`src/rtl/fieldious_wbs_pkg.sv`:
```
// Shared types and constants for the KD-tree accelerator Wishbone slave front-end.
package fieldious_wbs_pkg;

  typedef enum logic [1:0] {
    REG_QUERY = 2'd0,
    REG_LEAF  = 2'd1,
    REG_BEST  = 2'd2,
    REG_NODE  = 2'd3
  } region_e;

  localparam logic [31:0] WBS_ADDR_MASK = 32'hFFFF_0000;
  localparam logic [31:0] CTRL_BASE     = 32'h3000_0000;
  localparam logic [31:0] QUERY_BASE    = 32'h3001_0000;
  localparam logic [31:0] LEAF_BASE     = 32'h3002_0000;
  localparam logic [31:0] BEST_BASE     = 32'h3003_0000;
  localparam logic [31:0] NODE_BASE     = 32'h3004_0000;

  localparam logic [7:0] OFS_MODE   = 8'h00;
  localparam logic [7:0] OFS_DEBUG  = 8'h04;
  localparam logic [7:0] OFS_DONE   = 8'h08;
  localparam logic [7:0] OFS_START  = 8'h0C;
  localparam logic [7:0] OFS_STATUS = 8'h10;

  typedef enum logic [2:0] {
    ST_IDLE,
    ST_DECODE,
    ST_ACCESS,
    ST_RWAIT,
    ST_ACK
  } state_e;

  // What the latched access turned into once decoded and arbitrated.
  typedef enum logic [2:0] {
    ACT_NONE,
    ACT_CTRL,
    ACT_START,
    ACT_MEMWR,
    ACT_MEMRD
  } action_e;

  function automatic logic regionHit(input logic [31:0] adr, input logic [31:0] base);
    return (adr & WBS_ADDR_MASK) == base;
  endfunction

endpackage

```
`src/rtl/wbs_addr_decode.sv`:
```
// Combinational decode of the upper byte-address half into control, memory region or unmapped.
module wbs_addr_decode
  import fieldious_wbs_pkg::*;
(
  input  logic [15:0] adr_hi_i,
  output logic        is_ctrl_o,
  output logic        is_mem_o,
  output region_e     region_o,
  output logic        unmapped_o
);

  logic [31:0] fullAdr;

  assign fullAdr = {adr_hi_i, 16'h0000};

  always_comb begin
    is_ctrl_o  = 1'b0;
    is_mem_o   = 1'b0;
    region_o   = REG_QUERY;
    unmapped_o = 1'b0;
    if (regionHit(fullAdr, CTRL_BASE)) begin
      is_ctrl_o = 1'b1;
    end else if (regionHit(fullAdr, QUERY_BASE)) begin
      is_mem_o = 1'b1;
      region_o = REG_QUERY;
    end else if (regionHit(fullAdr, LEAF_BASE)) begin
      is_mem_o = 1'b1;
      region_o = REG_LEAF;
    end else if (regionHit(fullAdr, BEST_BASE)) begin
      is_mem_o = 1'b1;
      region_o = REG_BEST;
    end else if (regionHit(fullAdr, NODE_BASE)) begin
      is_mem_o = 1'b1;
      region_o = REG_NODE;
    end else begin
      unmapped_o = 1'b1;
    end
  end

endmodule

```
`src/rtl/wbs_mem_ctrl.sv`:
```
// Wishbone slave front-end: control registers, 32->64 bit write packing, SRAM read sequencing.
// Define WBS_READBACK_EN to make query/leaf/node regions host-readable (default: best only).
module wbs_mem_ctrl
  import fieldious_wbs_pkg::*;
#(
  parameter int          MEM_ADDR_W = 13,
  parameter int          MEM_DATA_W = 64,
  parameter logic [31:0] ERR_RDATA  = 32'h0
) (
  input  logic                  wb_clk_i,
  input  logic                  wb_rst_i,
  input  logic                  wbs_stb_i,
  input  logic                  wbs_cyc_i,
  input  logic                  wbs_we_i,
  input  logic [3:0]            wbs_sel_i,
  input  logic [31:0]           wbs_adr_i,
  input  logic [31:0]           wbs_dat_i,
  output logic                  wbs_ack_o,
  output logic [31:0]           wbs_dat_o,
  output logic                  mem_req_o,
  output logic                  mem_we_o,
  output logic [1:0]            mem_region_o,
  output logic [MEM_ADDR_W-1:0] mem_addr_o,
  output logic [MEM_DATA_W-1:0] mem_wdata_o,
  input  logic [MEM_DATA_W-1:0] mem_rdata_i,
  output logic                  host_own_o,
  output logic                  fsm_start_o,
  input  logic                  fsm_busy_i,
  input  logic                  fsm_done_i,
  output logic                  mode_o,
  output logic                  debug_o
);

  state_e      state_q, state_d;
  action_e     act_q, act_d;
  logic [31:0] adr_q, adr_d;
  logic [31:0] dat_q, dat_d;
  logic        we_q, we_d;
  logic [31:0] staging_q, staging_d;
  logic [31:0] rdata_q, rdata_d;
  logic        mode_q, mode_d;
  logic        debug_q, debug_d;
  logic        done_q, done_d;
  logic        err_q, err_d;
  logic        hostOwn_q;
  logic        errSet, errClr, doneClr;

  logic        isCtrl, isMem, unmapped, readable;
  region_e     region;
  logic        memActive, memWrite;
  logic [63:0] wdataFull;
  logic        unused_ok;

  wbs_addr_decode u_decode (
    .adr_hi_i   (adr_q[31:16]),
    .is_ctrl_o  (isCtrl),
    .is_mem_o   (isMem),
    .region_o   (region),
    .unmapped_o (unmapped)
  );

`ifdef WBS_READBACK_EN
  assign readable = 1'b1;
`else
  assign readable = (region == REG_BEST);
`endif

  assign unused_ok = ^{wbs_sel_i, adr_q[1:0], unmapped};

  always_ff @(posedge wb_clk_i) begin
    if (wb_rst_i) begin
      state_q   <= ST_IDLE;
      act_q     <= ACT_NONE;
      adr_q     <= '0;
      dat_q     <= '0;
      we_q      <= 1'b0;
      staging_q <= '0;
      rdata_q   <= '0;
      mode_q    <= 1'b0;
      debug_q   <= 1'b0;
      done_q    <= 1'b0;
      err_q     <= 1'b0;
      hostOwn_q <= 1'b0;
    end else begin
      state_q   <= state_d;
      act_q     <= act_d;
      adr_q     <= adr_d;
      dat_q     <= dat_d;
      we_q      <= we_d;
      staging_q <= staging_d;
      rdata_q   <= rdata_d;
      mode_q    <= mode_d;
      debug_q   <= debug_d;
      done_q    <= done_d;
      err_q     <= err_d;
      hostOwn_q <= ~fsm_busy_i;
    end
  end

  // Arbitration and register side effects are resolved in DECODE, so a busy edge
  // arriving later never cancels an access that has already been committed.
  always_comb begin
    state_d   = state_q;
    act_d     = act_q;
    adr_d     = adr_q;
    dat_d     = dat_q;
    we_d      = we_q;
    staging_d = staging_q;
    rdata_d   = rdata_q;
    mode_d    = mode_q;
    debug_d   = debug_q;
    errSet    = 1'b0;
    errClr    = 1'b0;
    doneClr   = 1'b0;

    case (state_q)
      ST_IDLE: begin
        if (wbs_cyc_i && wbs_stb_i) begin
          adr_d   = wbs_adr_i;
          dat_d   = wbs_dat_i;
          we_d    = wbs_we_i;
          state_d = ST_DECODE;
        end
      end
      ST_DECODE: begin
        state_d = ST_ACCESS;
        act_d   = ACT_NONE;
        rdata_d = ERR_RDATA;
        if (isCtrl) begin
          act_d = ACT_CTRL;
          if (we_q) begin
            case (adr_q[7:0])
              OFS_MODE:   mode_d  = dat_q[0];
              OFS_DEBUG:  debug_d = dat_q[0];
              OFS_DONE:   doneClr = dat_q[0];
              OFS_START: begin
                if (fsm_busy_i) errSet = 1'b1;
                else            act_d  = ACT_START;
              end
              OFS_STATUS: errClr  = dat_q[1];
              default: ;
            endcase
          end else begin
            case (adr_q[7:0])
              OFS_MODE:   rdata_d = {31'b0, mode_q};
              OFS_DEBUG:  rdata_d = {31'b0, debug_q};
              OFS_DONE:   rdata_d = {31'b0, done_q};
              OFS_STATUS: rdata_d = {30'b0, err_q, fsm_busy_i};
              default: ;
            endcase
          end
        end else if (isMem) begin
          if (we_q) begin
            if (region != REG_NODE && !adr_q[2]) begin
              staging_d = dat_q;
            end else if (region == REG_NODE && adr_q[2]) begin
              act_d = ACT_NONE;
            end else if (fsm_busy_i) begin
              errSet = 1'b1;
            end else begin
              act_d = ACT_MEMWR;
            end
          end else if (readable) begin
            if (fsm_busy_i) errSet = 1'b1;
            else            act_d  = ACT_MEMRD;
          end
        end
      end
      ST_ACCESS: begin
        state_d = (act_q == ACT_MEMRD) ? ST_RWAIT : ST_ACK;
      end
      ST_RWAIT: begin
        rdata_d = adr_q[2] ? mem_rdata_i[63:32] : mem_rdata_i[31:0];
        state_d = ST_ACK;
      end
      ST_ACK: begin
        state_d = ST_IDLE;
      end
      default: state_d = ST_IDLE;
    endcase

    done_d = fsm_done_i | (done_q & ~doneClr);
    err_d  = errSet | (err_q & ~errClr);
  end

  assign memActive = (state_q == ST_ACCESS) && (act_q == ACT_MEMWR || act_q == ACT_MEMRD);
  assign memWrite  = (state_q == ST_ACCESS) && (act_q == ACT_MEMWR);
  assign wdataFull = (region == REG_NODE) ? {32'h0, dat_q} : {dat_q, staging_q};

  assign wbs_ack_o    = (state_q == ST_ACK);
  assign wbs_dat_o    = wbs_ack_o ? rdata_q : '0;
  assign mem_req_o    = memActive;
  assign mem_we_o     = memWrite;
  assign mem_region_o = memActive ? region : 2'b00;
  assign mem_addr_o   = memActive ? MEM_ADDR_W'(adr_q[15:3]) : '0;
  assign mem_wdata_o  = memWrite ? MEM_DATA_W'(wdataFull) : '0;
  assign fsm_start_o  = (state_q == ST_ACCESS) && (act_q == ACT_START);
  assign host_own_o   = hostOwn_q;
  assign mode_o       = mode_q;
  assign debug_o      = debug_q;

endmodule

```
`config.mk`:
```
export PLATFORM = sky130hd
export DESIGN_NAME = wbs_mem_ctrl
export DESIGN_NICKNAME = d
export VERILOG_FILES = /design/src/rtl/fieldious_wbs_pkg.sv /design/src/rtl/wbs_addr_decode.sv /design/src/rtl/wbs_mem_ctrl.sv
export SDC_FILE = /design/constraint.sdc
export NUM_CORES = 1
export LEC_CHECK = 0
export ABC_CLOCK_PERIOD_IN_PS = 2550
export CAP_MARGIN = 15
export CELL_PAD_IN_SITES_DETAIL_PLACEMENT = 0
export CELL_PAD_IN_SITES_GLOBAL_PLACEMENT = 2
export CORE_ASPECT_RATIO = 0.7
export CORE_UTILIZATION = 24
export CTS_BUF_LIST = sky130_fd_sc_hd__clkbuf_8
export CTS_CLUSTER_DIAMETER = 200
export DETAILED_ROUTE_END_ITERATION = 16
export GPL_TIMING_DRIVEN = 0
export PLACE_DENSITY = 0.8
export SYNTH_ARGS = -nofsm -noshare
export SYNTH_HDL_FRONTEND = slang
export SYNTH_SLANG_ARGS = --single-unit
```
`constraint.sdc`:
```
create_clock -name wb_clk_i -period 2.55 [get_ports wb_clk_i]
set_input_delay 0.6375 -clock wb_clk_i [delete_from_list [all_inputs] [get_ports wb_clk_i]]
set_output_delay 0.6375 -clock wb_clk_i [all_outputs]
set_load 0.02 [all_outputs]
```
Word-level counts from Yosys, hierarchy flattened
Index checks and enable logic that the tools add are counted.

word-level totals
  register bits = 140
  input port bits = 139
  output and inout port bits = 118
  logic and storage cells = 108

cells by class
  eq/ne operators = 20
  muxes and demuxes = 53
  bitwise gates (word level) = 8
  reduce and logical (&&, ||, !) cells = 15

operator list
  kind                    number
  $mux W64                2
  $eq A16 B14 Y1 const B  5
  $mux W32                2
  $pmux W32 S2            1
  $mux W2                 14
  $mux W1                 24
  $mux W3                 7
  $eq A8 B4 Y1 const B    2
  $mux W13                1
  $eq A3 B2 Y1 const B    4
  $pmux W3 S4             1
  $eq A8 B3 Y1 const B    1
  $eq A8 B5 Y1 const B    1
  $logic_not A8 Y1        1
  $pmux W2 S4             1
  $reduce_and A4 Y1       2
  $eq A3 B3 Y1 const B    2
  $logic_and A1 B1 Y1     6
  $reduce_and A5 Y1       1
  $eq A2 B2 Y1 const B    2
  $ne A2 B2 Y1 const B    2
  $not A1 Y1              4
  $eq A3 B1 Y1 const B    1
  $logic_not A3 Y1        1
  other kinds (6)         8

Logic depth before layout (Yosys ltp)
  depth in word-level cells = 15
  gate-level depth with buffers = 8
  gate-level depth less buffers = 5

By module
From an unflattened synthesis, not the netlist that was laid out.

unflattened totals
  cells, all modules = 837
  area, all modules = 6661.4 um^2

modules (own cells, without submodules)
  module           instances  cells an instance  area an instance (um^2)  sequential area each (um^2)
  wbs_mem_ctrl     1          821                6540.0                   2802.7
  wbs_addr_decode  1          16                 121.4                    0.0

Worst setup path after synthesis
No wires, ideal clock.

  path type = flip-flop to output port
  start = register state_q[1]
  end = output port mem_region_o[1]
  data arrival time = 1749 ps
  data required time = 1913 ps
  slack = 164 ps
  stages on the path, launching flop included = 8
  path buffers = 2
  cells stage by stage = dfxtp_1 -> buf_6 -> nand2b_4 -> or4_4 -> buf_6 -> a21boi_4 -> nand2b_4 -> a21oi_1

on the way
  cells in the longest elaborated chain, start to end = 3

ends and longest elaborated chain
  element                 RTL line             RTL
  start, declared         wbs_mem_ctrl.sv:34   state_e state_q, state_d;
  start signal, assigned  wbs_mem_ctrl.sv:85   state_q <= state_d;
  $eq A3 B2 Y1            wbs_mem_ctrl.sv:186  assign memActive = (state_q == ST_ACCESS) && (act_q == ACT_MEMWR || act_q == ACT_MEMRD);
  $logic_and A1 B1 Y1     wbs_mem_ctrl.sv:186
  $mux W2                 wbs_mem_ctrl.sv:194  assign mem_region_o = memActive ? region : 2'b00;
  end, declared           wbs_mem_ctrl.sv:22   output logic [1:0] mem_region_o,

Every way passes these cells.

Worst setup path in the final report
  start = register adr_q[16]
  end = output port mem_wdata_o[47]

on the way
  cells in the longest elaborated chain, start to end = 9
  elaborated cells on any way between the ends = 13
  those cells by class = 6 x eq/ne; 7 x mux

ends and longest elaborated chain
  element                 RTL line                 RTL
  start, declared         wbs_mem_ctrl.sv:36       logic [31:0] adr_q, adr_d;
  start signal, assigned  wbs_mem_ctrl.sv:87       adr_q <= adr_d;
  $eq A16 B14 Y1          fieldious_wbs_pkg.sv:42  return (adr & WBS_ADDR_MASK) == base;
  $mux W2                 wbs_addr_decode.sv:32    end else if (regionHit(fullAdr, NODE_BASE)) begin
  $mux W2                 wbs_addr_decode.sv:29    end else if (regionHit(fullAdr, BEST_BASE)) begin
  $mux W2                 wbs_addr_decode.sv:26    end else if (regionHit(fullAdr, LEAF_BASE)) begin
  $mux W2                 wbs_addr_decode.sv:23    end else if (regionHit(fullAdr, QUERY_BASE)) begin
  $mux W2 (*)             wbs_addr_decode.sv:21    if (regionHit(fullAdr, CTRL_BASE)) begin
  $eq A2 B2 Y1 (*)        wbs_mem_ctrl.sv:188      assign wdataFull = (region == REG_NODE) ? {32'h0, dat_q} : {dat_q, staging_q};
  $mux W64 (*)            wbs_mem_ctrl.sv:188
  $mux W64 (*)            wbs_mem_ctrl.sv:196      assign mem_wdata_o = memWrite ? MEM_DATA_W'(wdataFull) : '0;
  end, declared           wbs_mem_ctrl.sv:24       output logic [MEM_DATA_W-1:0] mem_wdata_o,

Every way passes the cells marked *; elsewhere a longest branch is shown, timed or not.

==> flow_metrics.tcl <==
set metrics [dict create \
    std_cell_rows 50 \
    synthFlopType "dfxtp_1" \
    cts_sinks 140 \
    crit_fanout 9 \
    finalHoldViolCount 0 \
    place_inst 1496 \
    wl_met2_microns 11330 \
    nNetsFinal 1317 \
    critical_path_class "flip-flop to primary output" \
    overflow 0 \
    ant_nets 0 \
    outcome "finished, violations left" \
    required_ps 1910 \
    ios 257 \
    clk_latency_ps 470 \
    first_global_vias 7011 \
    port_buffers 251 \
    grt_setup_unrepaired "true" \
    slew_headroom_pct 32.05 \
    drt_iter0_drc 320 \
    gp_congestion 0.7889 \
    period_share_pct 113.3 \
    fin_crit_ps 2889 \
    setup_tns_ps -22700 \
    synth.top_cell.area_share_pct 42.15 \
    clk_pin_slew_worst_paths_ps 90 \
    top_layer "met5" \
    hold_path_class "flip-flop to flip-flop" \
    cts-root-buf "clkbuf_8" \
    placed_area_sq_um 9617 \
    max_stage_delay_ps 490 \
    cp.arrival_ps 2250 \
    vias_per_cell 4.646 \
    wl_met3_microns 2040 \
    synth_top_cell_by_area "dfxtp_1" \
    violations "negative setup slack" \
    grt_use_total_pct 18.75 \
    syn_inst 881 \
    synth_top_family_by_area "simple AND/OR/NAND/NOR gates" \
    fin_cells 1555 \
    synth_area_leaders "dfxtp_1, nand2_1, a21oi_1" \
    setup_ws_ps -339.2 \
    yosys.area_share.adder_pct 0 \
    wirelength_met1_microns 13110 \
    clk_path_buf_depth 2 \
    die_area_sq_um 28380 \
    cp-start-kind "flip-flop" \
    ys_ff_latch 140 \
    firstDrtPassIters 4 \
    die_h_microns 141.3 \
    wl_per_cell_microns 17.16 \
    syn2layout_area_growth_pct 64.51 \
    p_per_area_nw_per_um2 456.6 \
    wirelength_microns 26690 \
    report.final.slew_viol_count 0 \
    setup_viol 81 \
    end_kind "primary output" \
    grt_pass1_wl_microns 40860 \
    cts_buffers 17 \
    initial_core_util_pct 24.66 \
    synth_area_sq_um 6649 \
    synthArstFlopShare_pct 0 \
    drive_gt1_share_pct 31.74 \
    critical_path.cell_chain "buf_2 > nor2_2 > nand3_4 > clkbuf_8 > and3_4 > buf_6" \
    yosysUniqueCellTypes 51 \
    worstMarginPinSlew_ps 1011 \
    final_cell_area_sq_um 10940 \
    core_region_area_sq_um 26960 \
    cap_violations 0 \
    synth.avg_cell_area_sq_um 7.547 \
    synth-xor-area-share_pct 0.1317 \
    finalClockSkew_ps 15.74 \
    fmaxAchievable_ghz 0.3461 \
    p_leak_uw 0.004085 \
    synth-edff-count 0 \
    hpwl_microns 19000 \
    synth_compound_area_share_pct 16.00 \
    yosysSeqAreaShare_pct 42.15 \
    cts_tree "yes" \
    yosys.area_share.simple_pct 30.03 \
    yosys_warnings 0 \
    die-width_microns 200.9 \
    antenna_cells 0 \
    muxShareOfSynthArea_pct 6.022 \
    ir_worst_vdd_mv 0.2727 \
    syn_nets 1020 \
    drc_errors 0 \
    antenna_found_initial 1 \
    grt_max_degree 17 \
    h-tree-depth 4 \
    dr_total_vias 7224 \
    cpMaxStageDelayCell "nor2_2" \
]
[synthesized netlist by cell type (all sizes together), types with 4 or more instances]
cell / n
mux2i: 4
nor4: 5
a22oi: 32
o21ai: 4
nand2b: 5
buf: 31
mux2: 32
nand2: 264
inv: 7
clkbuf: 47
nand4: 8
nand3: 4
and3: 65
nor3: 6
dfxtp: 140
a21oi: 138
nor2: 48
nor2b: 14
[final timing paths]
kind / startpoint / end / slack (ps) / cells after the start
hold / removal: adr_q[11] / adr_q[11] / 460 / 2
setup reg to reg: adr_q[24] / staging_q[5] / 310 / 9
hold reg to reg: adr_q[11] / adr_q[11] / 460 / 2
setup / recovery: adr_q[16] / mem_wdata_o[47] / -340 / 6
[through the flow]
step	utilization, %	total power (uW)	setup slack [ps]	hold slack (ps)
after floorplan	-	2563	163.8	431.3
after global placement	35.67	2889	-871.2	438.6
after detailed placement	35.67	2889	-891.4	442.9
after CTS	39.97	5060	-400.7	455.7
after global routing	40.57	5220	-429.3	472.2
final	40.57	4994	-339.2	456.6
[registers in the layout (all words and copies together), names as in the netlist]
signal / cells
dat_q: 32
act_q: 3
staging_q: 32
done_q: 1
err_q: 1
adr_q: 32
we_q: 1
debug_o: 1
host_own_o: 1
mode_o: 1
rdata_q: 32
state_q: 3
[per-layer routing]
metal | GRT usage (%) | up-vias
met3 | 6.661 | 13
met4 | 4.178 | 2
met1 | 26.25 | 3394
met5 | 0 | -
li1 | - | 3578
met2 | 27.30 | 237
[where the power goes]
group	internal, uW	switching [uW]
clock network	1170	967
registers	2240	53.6
logic	305	263
[worst max-delay path, delay by kind of cell (launching register included)]
kind | cells | cell delay [ps]
simple gates | 3 | 940
flops | 1 | 300
buf+inv | 3 | 530
[repair_timing]
action	4_1_cts	5_1_grt
pin swaps	47	12
setup buffers	13	6
endpoints found under the setup margin	115	112
resized for setup	646	135
gates cloned	9	1
hold buffers	0	0
[cells in the final DEF, fill, tap and decap left out, drive strengths merged, types with 3 or more instances in the layout]
| cell | count |
|---|---|
| nand2 | 264 |
| dfxtp | 140 |
| buf | 140 |
| a21oi | 138 |
| clkdlybuf4s50 | 136 |
| clkbuf | 92 |
| and3 | 65 |
| nor2 | 48 |
| mux2 | 32 |
| a22oi | 32 |
| nor2b | 14 |
| nand4 | 8 |
| inv | 8 |
| clkinv | 7 |
| nand3 | 6 |
| nor3 | 6 |
| bufinv | 5 |
| nand2b | 5 |
| nor4 | 5 |
| o21ai | 4 |
| mux2i | 4 |
| a211oi | 3 |
| dlygate4sd2 | 3 |
[kinds of logic (layout without fill, tap and decap cells)]
logic type,Yosys count,in the layout
buffers and inverters,85,393
XOR/XNOR,1,1
AND/OR/NAND/NOR,432,434
flip-flops,140,140
multiplexers,36,36
AO/OA/AOI/OAI,187,187
[cell type report]
type,instances,area (sq um)
fillers,2828,16030
multi-input cells,658,4008
flip-flops and latches,140,2813
repair buffers,278,2660
plain buffers,76,506.7
well taps,364,455.4
clock buffers,17,234.0
clock inverters,15,222.7
inverters,7,38.79
Note: power is estimated with default switching activity, not from simulation.
==> RTL change: new RTL, same settings <==
Take the reset off `staging_q` and load it in a clocked block of its own.
--- a/src/rtl/wbs_mem_ctrl.sv
+++ b/src/rtl/wbs_mem_ctrl.sv
@@ -74,7 +74,6 @@
       adr_q     <= '0;
       dat_q     <= '0;
       we_q      <= 1'b0;
-      staging_q <= '0;
       rdata_q   <= '0;
       mode_q    <= 1'b0;
       debug_q   <= 1'b0;
@@ -87,7 +86,6 @@
       adr_q     <= adr_d;
       dat_q     <= dat_d;
       we_q      <= we_d;
-      staging_q <= staging_d;
       rdata_q   <= rdata_d;
       mode_q    <= mode_d;
       debug_q   <= debug_d;
@@ -95,6 +93,10 @@
       err_q     <= err_d;
       hostOwn_q <= ~fsm_busy_i;
     end
+  end
+
+  always_ff @(posedge wb_clk_i) begin
+    staging_q <= staging_d;
   end
 
   // Arbitration and register side effects are resolved in DECODE, so a busy edge
Formal check against the unedited RTL: not equivalent (a bounded check fails within 10 cycles, from zero or initial values and one cycle with wb_rst_i high; the reset may be asserted at any time).
==> RTL change against the original RTL <==
- the flow still finishes with violations (negative setup slack)
- final cell count decreased by 7.5%
- via count down 9.6%
- worst setup slack improved by 0.033 ns
- sequential share of layout area up 4.0 points
- synthesized area decreased by 2.0%
- sequential cell count stayed put
- power down 3.8%
- design area fell by 3.5%
- routed wire length shrank 9.6%
==> RTL change: results (changes against the original RTL) <==
stage	metric	value	unit	change
run_status	status	finished, violations left		
run_status	failing checks	negative setup slack		
critical_path	Worst Setup Path Type	register to primary output		
clock_network	Post-CTS Setup Bufs	18		+5
logic_synthesis	Syn Nets	904		-11%
placed_design	Final GP Congestion	0.791		+0.28%
detailed_routing	Detail Route Antenna Nets	0		unchanged
cells_and_area	layout net count	1199		-9.0%
critical_path	RR Startpoint	adr_q[21]$_SDFFE_PP0P_		
sta	Min Hold Slack	0.456	ns	-0.000500 ns
power_and_ir_drop	Clock power frac	39.0	%	-3.7 points
logic_synthesis	Synth Instances	765		-13%
placed_design	pre-CTS setup slack	-1.06	ns	-0.170 ns
hold_path	Hold WC Path Type	register to register		
sta	Setup violations, final	80		-1.2%
global_routing	met2 usage	25.1	%	-2.2 points
logic_synthesis	Synth warnings	0		unchanged
power_and_ir_drop	Worst VDD drop	0.300	mV	+10%
global_routing	largest net degree at the start of global routing	17		unchanged
global_routing	met1 Usage GRT	24.7	%	-1.5 points
logic_synthesis	EDFF count, synth	32		+32
sta	Max transition margin	47.4	%	+15 points
sta	final worst slack	-0.306	ns	+0.0332 ns
sta	Setup Skew	0.0160	ns	+0.000254 ns
global_routing	Total GRT Usage	17.3	%	-1.4 points
detailed_routing	Met3 Wirelength	1820	um	-11%
placed_design	HPWL after detailed placement	17500	um	-7.8%
detailed_routing	number of DRC markers in iteration 0	327		+2.2%
critical_path	Setup crit end	mem_wdata_o[35]		
power_and_ir_drop	Comb pwr share	11.5	%	
cells_and_area	fraction of layout cells with a size suffix above 1	29.3	%	-2.5 points
hold_path	hold depth	2		unchanged
detailed_routing	Via density	4.54		-2.2%
global_routing	first-pass GRT wire length	36700	um	-10%
clock_network	post_cts resized	598		-7.4%
logic_synthesis	sequential fraction of the synthesis area	47.9	%	+5.8 points
global_routing	grt met3 use	5.77	%	-0.89 points
power_and_ir_drop	Switching Share	25.1	%	-0.64 points
detailed_routing	met1 wire length	11800	um	-10%
logic_synthesis	Post-synth top cells	nand2_1, dfxtp_1, a21oi_1		
clock_network	CTS Buf Count	17		unchanged
logic_synthesis	Netlist cell types	50		-2.0%
detailed_routing	wire per inst	16.8	um	-2.3%
logic_synthesis	top cells by area, synth	dfxtp_1, edfxtp_1, nand2_1		
critical_path	R2R Setup Slk	0.19	ns	-0.12 ns
detailed_routing	DR top layer	met4		
critical_path	Worst R2R End	staging_q[8]$_DFFE_PP_		
cells_and_area	post-route insts no fill	1438		-7.5%
power_and_ir_drop	Static Leak	3.85	nW	-5.9%
critical_path	critical path data arrival time	2.22	ns	-0.03 ns
hold_path	hold path startpoint	adr_q[14]$_SDFFE_PP0P_		
hold_path	WHS Endpoint	adr_q[14]$_SDFFE_PP0P_		
clock_network	clk slew on worst S/H paths	0.07	ns	-0.02 ns
global_routing	vias in the first global route	6330		-9.7%
power_and_ir_drop	sw power	0.00120	W	-6.3%
placed_design	Post-DP Area	9540	sq um	-0.79%
detailed_routing	metal2 WL	10400	um	-8.1%
sta	setup TNS	-18.12	ns	+4.58 ns
critical_path	reg2reg path depth	8		-1
critical_path	CP max FO	10		+1
==> RTL change: changes by cell type after synthesis, sizes merged, moves of 20 or more <==
cell    delta
nand2    -125
buf       -20
nand3     +32
edfxtp    +32
dfxtp     -32
and2      +62
and3      -64
a21oi     -38
o21ai     +30
==> RTL change: cell families after synthesis <==
kind of cell | after synthesis | share of synthesized area, %
DFF | 140 | 47.9
buffers and inverters | 74 | 4.55
muxes | 35 | 5.99
AOI/OAI and AO/OA | 180 | 15.7
xor gates and xnor gates | 1 | 0.134
and+or+nand+nor | 335 | 25.7
==> RTL change: final cells by class <==
type,instances,area [sq um]
antenna,1,2.50
buffer,63,443
clock buffer,18,248
clock inverter,14,153
fill,2783,16200
inverter,9,36.3
multi-input combinational,551,3530
sequential,140,3140
tap,364,455
timing repair buffer,278,2540
==> RTL change: worst max-delay path: stages, from the launching register on <==
cell     delay [ns]
dfxtp_2        0.34
nor4_4         0.39
and4_4         0.30
buf_12         0.15
a21oi_4        0.11
buf_8          0.15
and2_1         0.17
buf_2          0.16
